## config.mk

```make
export PLATFORM = sky130hd
export DESIGN_NAME = uart_alu_ctrl_flat
export DESIGN_NICKNAME = d
export VERILOG_FILES = /design/src/rtl/uart_alu_ctrl_if.sv /design/src/rtl/uart_alu_ctrl.sv /design/src/flat_wrapper.sv
export SDC_FILE = /design/constraint.sdc
export NUM_CORES = 1
export LEC_CHECK = 0
export BUFFER_PORTS_ARGS = -buffer_cell sky130_fd_sc_hd__buf_4
export CAP_MARGIN = 20
export CORE_MARGIN = 8
export CORE_UTILIZATION = 35
export DETAILED_ROUTE_END_ITERATION = 8
export SETUP_SLACK_MARGIN = 0.5
export SYNTH_ARGS = -nofsm -noshare
export SYNTH_HDL_FRONTEND = slang
export SYNTH_SLANG_ARGS = --single-unit
```

## constraint.sdc

```tcl
create_clock -name CLK -period 3.3 [get_ports CLK]
set_input_delay 0.165 -clock CLK [delete_from_list [all_inputs] [get_ports CLK]]
set_output_delay 0.165 -clock CLK [all_outputs]
set_load 0.005 [all_outputs]
```

## src/rtl/uart_alu_ctrl_if.sv

```systemverilog
// Handshake bundle between the UART/ALU controller and its RX FIFO, TX FIFO and
// external combinational ALU.
interface uart_alu_ctrl_if #(
  parameter int DATA_W = 8,
  parameter int OP_W   = 6
);
  logic              rx_empty;
  logic [DATA_W-1:0] r_data;
  logic              rd_uart;
  logic              tx_full;
  logic              wr_uart;
  logic [DATA_W-1:0] w_data;
  logic [DATA_W-1:0] alu_a;
  logic [DATA_W-1:0] alu_b;
  logic [OP_W-1:0]   alu_op;
  logic [DATA_W-1:0] alu_result;
  logic              busy;

  modport master (
    input  rx_empty, r_data, tx_full, alu_result,
    output rd_uart, wr_uart, w_data, alu_a, alu_b, alu_op, busy
  );

  modport slave (
    output rx_empty, r_data, tx_full, alu_result,
    input  rd_uart, wr_uart, w_data, alu_a, alu_b, alu_op, busy
  );
endinterface

```

## src/rtl/uart_alu_ctrl.sv

```systemverilog
// Collects operand A, operand B and opcode bytes from the UART RX FIFO, runs them
// through an external combinational ALU and pushes the result byte to the TX FIFO.
module uart_alu_ctrl #(
  parameter int DATA_W = 8,
  parameter int OP_W   = 6
) (
  input  logic            CLK,
  input  logic            RESET,
  uart_alu_ctrl_if.master bus
);
  typedef enum logic [2:0] {WAIT_A, WAIT_B, WAIT_OP, EXEC, SEND} state_t;

  state_t            r_state;
  state_t            w_next;
  logic              r_run;
  logic              w_pop;
  logic              w_push;
  logic [DATA_W-1:0] r_a;
  logic [DATA_W-1:0] r_b;
  logic [OP_W-1:0]   r_op;
  logic [DATA_W-1:0] r_res;

  // r_run keeps both strobes low until the first clock edge after reset release.
  always_ff @(posedge CLK or negedge RESET) begin
    if (!RESET) begin
      r_state <= WAIT_A;
      r_run   <= 1'b0;
      r_a     <= '0;
      r_b     <= '0;
      r_op    <= '0;
      r_res   <= '0;
    end else begin
      r_run   <= 1'b1;
      r_state <= w_next;
      if (w_pop) begin
        case (r_state)
          WAIT_A:  r_a  <= bus.r_data;
          WAIT_B:  r_b  <= bus.r_data;
          WAIT_OP: r_op <= bus.r_data[OP_W-1:0];
          default: ;
        endcase
      end
      if (r_state == EXEC) begin
        r_res <= bus.alu_result;
      end
    end
  end

  always_comb begin
    w_next = r_state;
    w_pop  = 1'b0;
    w_push = 1'b0;
    case (r_state)
      WAIT_A: begin
        if (r_run && !bus.rx_empty) begin
          w_pop  = 1'b1;
          w_next = WAIT_B;
        end
      end
      WAIT_B: begin
        if (r_run && !bus.rx_empty) begin
          w_pop  = 1'b1;
          w_next = WAIT_OP;
        end
      end
      WAIT_OP: begin
        if (r_run && !bus.rx_empty) begin
          w_pop  = 1'b1;
          w_next = EXEC;
        end
      end
      EXEC: begin
        w_next = SEND;
      end
      SEND: begin
        if (r_run && !bus.tx_full) begin
          w_push = 1'b1;
          w_next = WAIT_A;
        end
      end
      default: begin
        w_next = WAIT_A;
      end
    endcase
  end

  assign bus.rd_uart = w_pop;
  assign bus.wr_uart = w_push;
  assign bus.w_data  = r_res;
  assign bus.alu_a   = r_a;
  assign bus.alu_b   = r_b;
  assign bus.alu_op  = r_op;
  assign bus.busy    = (r_state == EXEC) || (r_state == SEND);
endmodule

```

## src/flat_wrapper.sv

```systemverilog
// flat-port wrapper written by rule: the top's interface ports become plain ports
module uart_alu_ctrl_flat 
#(
  parameter int DATA_W = 8,
  parameter int OP_W   = 6
)
  (CLK, RESET, bus_rx_empty, bus_r_data, bus_tx_full, bus_alu_result, bus_rd_uart, bus_wr_uart, bus_w_data, bus_alu_a, bus_alu_b, bus_alu_op, bus_busy);
  uart_alu_ctrl_if #(.DATA_W(DATA_W), .OP_W(OP_W)) bus_i ();
  input  logic CLK;
  input  logic RESET;
  input wire logic [$bits(bus_i.rx_empty)-1:0] bus_rx_empty;
  input wire logic [$bits(bus_i.r_data)-1:0] bus_r_data;
  input wire logic [$bits(bus_i.tx_full)-1:0] bus_tx_full;
  input wire logic [$bits(bus_i.alu_result)-1:0] bus_alu_result;
  output wire logic [$bits(bus_i.rd_uart)-1:0] bus_rd_uart;
  output wire logic [$bits(bus_i.wr_uart)-1:0] bus_wr_uart;
  output wire logic [$bits(bus_i.w_data)-1:0] bus_w_data;
  output wire logic [$bits(bus_i.alu_a)-1:0] bus_alu_a;
  output wire logic [$bits(bus_i.alu_b)-1:0] bus_alu_b;
  output wire logic [$bits(bus_i.alu_op)-1:0] bus_alu_op;
  output wire logic [$bits(bus_i.busy)-1:0] bus_busy;
  assign bus_i.rx_empty = bus_rx_empty;
  assign bus_i.r_data = bus_r_data;
  assign bus_i.tx_full = bus_tx_full;
  assign bus_i.alu_result = bus_alu_result;
  assign bus_rd_uart = bus_i.rd_uart;
  assign bus_wr_uart = bus_i.wr_uart;
  assign bus_w_data = bus_i.w_data;
  assign bus_alu_a = bus_i.alu_a;
  assign bus_alu_b = bus_i.alu_b;
  assign bus_alu_op = bus_i.alu_op;
  assign bus_busy = bus_i.busy;
  uart_alu_ctrl #(.DATA_W(DATA_W), .OP_W(OP_W)) u_core (.CLK(CLK), .RESET(RESET), .bus(bus_i));
endmodule
```

==> flow_summary_export.csv, run 1 <==
group,metric,value,unit
cts,cts_setup_buffers,0,
floorplan,start_util,36.2,%
grt,grt_max_degree,35,
grt,grt_usage,10.5,%
floorplan,die_x,77.5,um
hold_path,hold_depth,2,
floorplan,row_count,22,
detailed_routing,routed_via_density,4.58,
floorplan,die_height,77.5,um
detailed_routing,wl,3000,um
detailed_routing,num_vias,884,
layout,post-route-util,50.8,%
detailed_routing,antenna_left,0,
worst_setup_path,r2r-start,"u_core.r_state[2]",
grt,antenna_found_initial,0,
floorplan,die-area,0.00601,sq mm
power_and_ir_drop,intPower,1.20,mW
power_and_ir_drop,p_switching,0.485,mW
layout,drive_above_1_share,64.8,%
grt,grt_pass1_wl,4870,um
sta,fin_ws,1680,ps
sta,post-route-period-util,49.1,%
power_and_ir_drop,p_per_area,905,mW/mm^2
worst_setup_path,crit_path_end_kind,"output port",
worst_setup_path,r2r_setup_slack,1880,ps
cts,cts-htree-levels,2,
synth,synthDistinctLibCells,17,
power_and_ir_drop,seqPwrFrac,43.9,%
worst_setup_path,r2r_cells,2,
place,routabilityCongestion,0.748,
synth,synth_area,0.00133,sq mm
synth,synthCells,86,
place,pre_cts_slack,1870,ps
worst_setup_path,path_class,"flip-flop to output port",
cts,clock_latency,280,ps
hold_path,min_from,"bus_alu_result[0]",
status,status,"completed",
sta,fmax,617,MHz
grt,grt_pass1_vias,965,
floorplan,core,0.00366,sq mm
cts,cts_root_buffer,"clkbuf_8",
worst_setup_path,worstPathRequired,3130,ps
detailed_routing,dr.pass1.iters,4,
place,io_buffers,52,
place,place_hpwl,2320,um
synth,synth_seq_area_share,64.2,%
worst_setup_path,start_kind,"flip-flop",
layout,area_growth_syn_to_layout,40.3,%
layout,nFillCells,349,
sta,rsz0062_at_grt,"no",
cts,cts_buffers,5,
cts,cts_buffer_depth,2,
power_and_ir_drop,leakagePower,0.904,nW
cts,path_clk_slew,60,ps
sta,tns,0,ps
worst_setup_path,cp_max_fo,10,
sta,setup_viol,0,
floorplan,num_io_pins,53,
layout,n_antenna_cell,0,
detailed_routing,drc_errors,0,
synth,syn_area_per_cell,15.4,sq um
hold_path,hp-class,"input port to flip-flop",
cts,hold_buffers,1,
power_and_ir_drop,p_comb_share,39.6,%
cts,cts_resized,0,
power_and_ir_drop,vdd_drop_max,355,uV
power_and_ir_drop,clockPowerShare,16.5,%
layout,fin_nets,165,
place,place_area,0.00177,sq mm
cts,clock-sinks,34,
cts,cts_tree,"built",
synth,synth-seq-cells,34,
hold_path,min_to,"u_core.bus.w_data[0]",
flow_run,maxCapViolCount,0,
sta,report.final.slew_viol_count,0,
sta,finalHoldViolations,0,
sta,min_period,1620,ps
synth,ys_warn_count,0,
layout,finalInstanceArea,0.00186,sq mm
sta,skew,3.45,ps
detailed_routing,wire_per_inst,15.6,um
detailed_routing,drt-initial-drc-count,49,
power_and_ir_drop,p_sw_share,28.8,%
synth,postSynthNetCount,106,
grt,grt_overflow,0,
worst_setup_path,arrival,1460,ps
worst_setup_path,rr_endpoint,"u_core.bus.w_data[4]",
## per-layer routing
| metal | track usage [%] | share of wire (%) |
|---|---|---|
| met1 | 11.1 | 40 |
| met4 | 6.23 | 1.9 |
| met5 | 0 | 0 |
| met3 | 4.26 | 4.3 |
| met2 | 17.3 | 54 |
## flip-flops by register name, indices dropped and copies added (netlist names)
| register | count |
|---|---|
| u_core.bus.alu_a | 8 |
| u_core.bus.alu_b | 8 |
| u_core.bus.w_data | 8 |
| u_core.bus.alu_op | 6 |
| u_core.r_state | 3 |
| u_core.r_run | 1 |
## power by group through the flow
stage / Clock (mW) / Combinational (mW) / Sequential (mW)
finish: 0.277 / 0.666 / 0.739
global route: 0.310 / 0.723 / 0.769
CTS: 0.289 / 0.689 / 0.740
detailed placement: 0 / 0.687 / 0.746
global placement: 0 / 0.669 / 0.733
floorplan: 0 / 0.275 / 0.746
## kinds of logic (layout without fill, tap and decap cells)
family	Yosys count	in the layout	synth area share (%)
DFF	34	34	64.2
and+or+nand+nor	15	15	7.27
other	1	1	0.283
buffers and inverters	2	61	0.660
muxes	31	31	26.3
AOI/OAI and AO/OA	3	3	1.32
## cells in the final DEF (no fill, tap or decap), types with 2 or more instances in the layout
master	Yosys	final
nor2_1	3	3
nand2_2	2	2
nor2b_1	3	3
buf_4	0	52
nand2_1	3	3
clkinv_2	0	2
mux2_2	30	30
dfrtp_1	34	34
clkbuf_8	0	5
## critical path: stages (launching register included)
cell      delay [ps]
dfrtp_1          450
nand3b_1         450
nand2_1          150
buf_4            120
## how the worst max path moves through the flow
stage                     cells past startpoint         startpoint              endpoint
after floorplan                               3  u_core.r_state[2]  u_core.bus.alu_op[0]
after global placement                        2  u_core.r_state[2]  u_core.bus.w_data[5]
after detailed placement                      2  u_core.r_state[2]  u_core.bus.w_data[4]
after CTS                                     3  u_core.r_state[2]              bus_busy
after global routing                          3  u_core.r_state[2]              bus_busy
final                                         3  u_core.r_state[2]              bus_busy
## per-stage QoR
step | std cells | total power, mW | hold slack (ps)
after floorplan | 86 | 1.02 | -131
after global placement | 185 | 1.40 | 129
after detailed placement | 185 | 1.43 | 133
after CTS | 193 | 1.72 | 108
after global routing | 193 | 1.80 | 98.9
final | 193 | 1.68 | 118
## layout make-up
cell class                 instances  area (sq um)  share of cell area, %
clock inverter                     2          10.0                  0.538
clock buffer                       5          68.8                   3.70
sequential                        34           851                   45.8
tap                               48          60.1                   3.23
timing repair buffer              53           400                   21.5
multi-input combinational         50           465                   25.0
inverter                           1          3.75                  0.202
## cell usage after synthesis
| cell type | instances | area (sq um) |
|---|---|---|
| a21boi_0 | 1 | 7.51 |
| a21oi_1 | 1 | 5.00 |
| and2b_2 | 1 | 8.76 |
| and3_2 | 1 | 7.51 |
| buf_2 | 1 | 5.00 |
| conb_1 | 1 | 3.75 |
| dfrtp_1 | 34 | 851 |
| inv_1 | 1 | 3.75 |
| mux2_2 | 30 | 338 |
| mux2i_1 | 1 | 10.0 |
| nand2_1 | 3 | 11.3 |
| nand2_2 | 2 | 12.5 |
| nand3b_1 | 1 | 7.51 |
| nor2_1 | 3 | 11.3 |
| nor2b_1 | 3 | 18.8 |
| nor3b_4 | 1 | 18.8 |
| o21ai_0 | 1 | 5.00 |
Note: power is estimated with default switching activity, not from simulation.
==> inputs of run 2 (changes only) <==
Clock period 3.3 ns to 1.55 ns, I/O delays scaled along.
==> run 2 against run 1 <==
Core utilization grew 3.8 points. Cell count grew 3.6%. Sequential power grew 120%. Routed wire length grew 1.2%. Critical path depth grew 1. Worst hold slack lost 87 ps. Global-route usage grew 0.097 points. Critical endpoint is now u_core.bus.w_data[5]. Flip-flop and latch count is the same. First-iteration DRC count shrank 41%. Register-to-register slack lost 1700 ps. Combinational power grew 140%. Die area is the same.
==> flow_summary_export.csv, run 2 (same netlist as run 1, synthesis figures left out) <==
group,metric,value,unit
sta,tns,0,ps
sta,rsz0062_at_grt,"yes",
detailed_routing,met1_length,1090,um
power_and_ir_drop,clockPowerShare,20.2,%
detailed_routing,wl,3040,um
sta,fmax,733,MHz
worst_setup_path,r2r_cells,4,
power_and_ir_drop,intPower,2.86,mW
place,dp_cells,185,
place,routabilityCongestion,0.714,
layout,final_common_cell,"buf_4",
cts,cts_root_buffer,"clkbuf_8",
status,status,"completed",
worst_setup_path,crit_path_end_kind,"flip-flop",
cts,clock-sinks,34,
place,place_hpwl,2270,um
cts,cts_tree,"built",
layout,n_antenna_cell,0,
power_and_ir_drop,p_per_area,1980,mW/mm^2
detailed_routing,highest_layer,"met4",
grt,grt_max_degree,35,
cts,cts_buffer_depth,2,
detailed_routing,antenna_left,0,
power_and_ir_drop,p_sw_share,27.8,%
worst_setup_path,path_class,"flip-flop to flip-flop",
layout,fin_cells,200,
floorplan,start_util,36.2,%
floorplan,core,0.00366,sq mm
layout,area_growth_syn_to_layout,50.7,%
detailed_routing,met2_length,1750,um
power_and_ir_drop,p_comb_share,39.6,%
cts,cts_buffers,5,
power_and_ir_drop,leakagePower,0.974,nW
cts,cts-htree-levels,2,
floorplan,die_height,77.5,um
detailed_routing,dr.pass1.iters,2,
floorplan,num_io_pins,53,
grt,grt_usage,10.6,%
detailed_routing,routed_via_density,4.57,
layout,fin_nets,172,
grt,antenna_found_initial,0,
grt,grt_pass1_vias,1053,
detailed_routing,met3_length,136,um
sta,min_period,1360,ps
sta,report.final.slew_viol_count,0,
power_and_ir_drop,p_switching,1.10,mW
power_and_ir_drop,vdd_drop_max,1050,uV
flow_run,maxCapViolCount,0,
grt,grt_overflow,0,
floorplan,die_x,77.5,um
sta,skew,4.58,ps
cts,path_clk_slew,60,ps
detailed_routing,wire_per_inst,15.2,um
floorplan,row_count,22,
sta,setup_viol,0,
detailed_routing,drt-initial-drc-count,29,
sta,post-route-period-util,88.0,%
power_and_ir_drop,seqPwrFrac,40.2,%
worst_setup_path,start_kind,"flip-flop",
place,place_area,0.00177,sq mm
hold_path,hold_depth,2,
floorplan,die-area,0.00601,sq mm
layout,drive_above_1_share,71.1,%
worst_setup_path,arrival,1530,ps
place,io_buffers,52,
sta,finalHoldViolations,0,
grt,grt_pass1_wl,4930,um
cts,clock_latency,280,ps
layout,post-route-util,54.5,%
worst_setup_path,cp_max_fo,5,
layout,final_cell_mix,"buf_4, dfrtp_1, mux2_2, clkbuf_8, dfrtp_2",
worst_setup_path,worstPathRequired,1710,ps
detailed_routing,num_vias,914,
detailed_routing,drc_errors,0,
layout,finalInstanceArea,0.00200,sq mm
hold_path,hp-class,"input port to flip-flop",
-- run 2: timing repair --
action | in CTS | in global routing
buffers inserted | 6 | 1
hold endpoints to repair | 34 | 0
setup endpoints to repair | 34 | 36
hold buffers | 1 | 0
pin swaps | 2 | 1
resized for setup | 10 | 4
-- run 2: final timing paths --
| path | endpoint | slack (ps) | from |
|---|---|---|---|
| min in group asynchronous | u_core.bus.w_data[7] | 270 | RESET |
| setup reg to reg | u_core.bus.w_data[5] | 190 | u_core.r_state[2] |
| setup / recovery | u_core.bus.w_data[5] | 190 | u_core.r_state[2] |
| hold reg to reg | u_core.bus.w_data[1] | 510 | u_core.bus.w_data[1] |
| hold / removal | u_core.bus.w_data[7] | 30 | bus_alu_result[7] |
| max in group asynchronous | u_core.r_state[1] | 960 | RESET |
-- run 2: metal layers --
layer	track usage, %	up-vias
met1	9.38	467
met5	0	-
met3	4.72	5
met2	19.9	20
li1	-	422
met4	5.09	0
-- run 2: power by group through the flow --
stage | clock network (mW) | registers (mW) | logic (mW)
finish | 0.801 | 1.59 | 1.57
global route | 0.867 | 1.66 | 1.70
CTS | 0.825 | 1.58 | 1.58
detailed placement | 0 | 1.59 | 1.46
global placement | 0 | 1.57 | 1.42
floorplan | 0 | 1.59 | 0.598
-- run 2: layout make-up --
class | instances | area, sq um
Fill cell | 323 | 1660
Sequential cell | 34 | 855
Clock inverter | 1 | 30.0
Tap cell | 48 | 60.1
Clock buffer | 6 | 82.6
Inverter | 1 | 3.75
Timing Repair Buffer | 60 | 460
Multi-Input combinational cell | 50 | 505
-- run 2: metrics by stage --
stage / setup WS [ps] / hold WS [ps] / power (mW)
3_5_place_dp: 135 / 43.5 / 3.04
2_1_floorplan: 311 / -218 / 2.19
3_3_place_gp: 182 / 42.8 / 2.99
5_1_grt: 105 / 11.1 / 4.22
6_report: 185 / 30.9 / 3.96
4_1_cts: 175 / 24.2 / 3.98
-- run 2: worst max-delay path, cell delays in order, from the launching register on --
cell and delay, ps:
dfrtp_2 420, buf_4 150, nand3b_1 220, buf_4 200, mux2_2 260
==> inputs of run 3 (changes only) <==
Settings changed: BUFFER_PORTS_ARGS -buffer_cell sky130_fd_sc_hd__buf_4 to not set, DONT_BUFFER_PORTS set to 1, GPL_TIMING_DRIVEN set to 1, HOLD_SLACK_MARGIN set to 0.02.
==> run 3 against run 2 <==
Non-clock buffer count down 33. Total power decreased by 11%. Clock power is 0.9% lower. Die area is the same. Critical endpoint is now u_core.bus.w_data[0]. Largest power group unchanged.
==> flow_summary_export.csv, run 3 (same netlist as run 1, synthesis figures left out) <==
group,metric,value,unit
grt,grt_pass1_vias,879,
hold_path,min_from,"bus_tx_full",
layout,drive_above_1_share,50.0,%
power_and_ir_drop,p_switching,1.07,mW
power_and_ir_drop,p_per_area,1920,mW/mm^2
grt,antenna_found_initial,0,
cts,clock-sinks,34,
sta,setup_viol,0,
sta,fmax,721,MHz
place,io_buffers,0,
sta,holdWs,15.1,ps
worst_setup_path,path_class,"flip-flop to flip-flop",
power_and_ir_drop,leakagePower,0.804,nW
detailed_routing,wl,3000,um
cts,path_clk_slew,70,ps
floorplan,core,0.00366,sq mm
worst_setup_path,arrival,1560,ps
worst_setup_path,r2r-start,"u_core.r_state[2]",
layout,area_growth_syn_to_layout,38.2,%
place,routabilityCongestion,0.747,
flow_run,maxCapViolCount,0,
power_and_ir_drop,p_sw_share,30.5,%
detailed_routing,num_vias,808,
worst_setup_path,crit_path_end_kind,"flip-flop",
floorplan,die_x,77.5,um
sta,report.final.slew_viol_count,0,
cts,clock_latency,290,ps
worst_setup_path,crit_start,"u_core.r_state[2]",
sta,skew,5.22,ps
cts,cts_buffers,5,
floorplan,row_count,22,
floorplan,num_io_pins,53,
place,place_hpwl,2060,um
layout,n_antenna_cell,0,
detailed_routing,met3_length,205,um
worst_setup_path,cp_max_fo,8,
sta,finalHoldViolations,0,
worst_setup_path,worstPathRequired,1720,ps
sta,tns,0,ps
floorplan,start_util,36.2,%
sta,min_period,1390,ps
detailed_routing,met2_length,1690,um
detailed_routing,routed_via_density,4.81,
detailed_routing,dr.pass1.iters,2,
grt,grt_pass1_wl,4710,um
grt,grt_overflow,0,
floorplan,die_height,77.5,um
floorplan,die-area,0.00601,sq mm
cts,cts-htree-levels,2,
power_and_ir_drop,seqPwrFrac,48.9,%
sta,rsz0062_at_grt,"yes",
power_and_ir_drop,p_comb_share,28.5,%
power_and_ir_drop,intPower,2.45,mW
layout,fin_nets,139,
grt,grt_usage,10.3,%
detailed_routing,drt-initial-drc-count,24,
hold_path,hp-class,"input port to flip-flop",
power_and_ir_drop,vdd_drop_max,1010,uV
detailed_routing,met1_length,1050,um
detailed_routing,drc_errors,0,
cts,cts_root_buffer,"clkbuf_8",
power_and_ir_drop,clockPowerShare,22.6,%
layout,final_common_cell,"dfrtp_1",
cts,cts_tree,"built",
cts,cts_buffer_depth,2,
detailed_routing,wire_per_inst,17.9,um
status,status,"completed",
layout,final_cell_mix,"dfrtp_1, mux2_2, dlygate4sd3_1, buf_4, clkbuf_8",
sta,post-route-period-util,89.5,%
worst_setup_path,start_kind,"flip-flop",
detailed_routing,antenna_left,0,
grt,grt_max_degree,35,
detailed_routing,highest_layer,"met4",
[run 3: changes by cell type in the layout (fill, tap and decap cells not counted), sizes merged]
| cell | delta |
|---|---|
| clkbuf | -1 |
| buf | -49 |
| clkinvlp | +2 |
| dlygate4sd3 | +16 |
[run 3: timing repair]
item,in CTS,in global routing
gates resized for setup,13,4
pin swaps,3,3
buffers inserted,7,2
hold buffers,18,0
cloned,0,0
endpoints found under the setup margin,34,35
hold endpoints to repair,65,0
[run 3: per-layer routing]
metal  vias up  GRT usage [%]
met5         -              0
met4         0           6.42
met3         5           4.84
met2        21           18.0
met1       417           9.48
li1        365              -
[run 3: worst paths after layout]
| check | depth (start not counted) | endpoint | slack [ps] |
|---|---|---|---|
| setup / recovery | 4 | u_core.bus.w_data[0] | 160 |
| hold / removal | 2 | u_core.r_state[2] | 20 |
| setup reg to reg | 4 | u_core.bus.w_data[0] | 160 |
| hold reg to reg | 1 | u_core.bus.alu_a[7] | 540 |
| max in group asynchronous | 2 | u_core.r_state[2] | 1100 |
| min in group asynchronous | 2 | u_core.bus.alu_op[5] | 260 |
[run 3: metrics by stage]
| step | total power, mW | cells | area (sq um) | setup slack (ps) | util [%] |
|---|---|---|---|---|---|
| CTS | 3.43 | 166 | 1780 | 218 | 48.7 |
| global route | 3.73 | 168 | 1830 | 144 | 50.0 |
| detailed placement | 2.41 | 133 | 1380 | 149 | 37.8 |
| finish | 3.52 | 168 | 1830 | 163 | 50.0 |
| global placement | 2.35 | 133 | 1380 | 207 | 37.8 |
| floorplan | 2.19 | 86 | 1330 | 311 | - |
[run 3: final cells by class]
cell class / count / area (sq um)
Tap cell: 48 / 60.1
Clock inverter: 3 / 45.0
Inverter: 1 / 3.75
Fill cell: 322 / 1830
Timing Repair Buffer: 27 / 278
Multi-Input combinational cell: 50 / 522
Sequential cell: 34 / 855
Clock buffer: 5 / 68.8
[run 3: worst max-delay path, cell delays in order, from the launching register on]
cell	delay (ps)
dfrtp_2	440
buf_6	120
nand3b_1	230
buf_6	190
mux2_4	290
[run 3: power groups by stage]
stage	logic [mW]	registers [mW]	clock network (mW)
4_1_cts	0.879	1.74	0.815
2_1_floorplan	0.598	1.59	0
3_5_place_dp	0.676	1.73	0
3_3_place_gp	0.635	1.72	0
6_report	1.00	1.72	0.794
5_1_grt	1.08	1.79	0.858
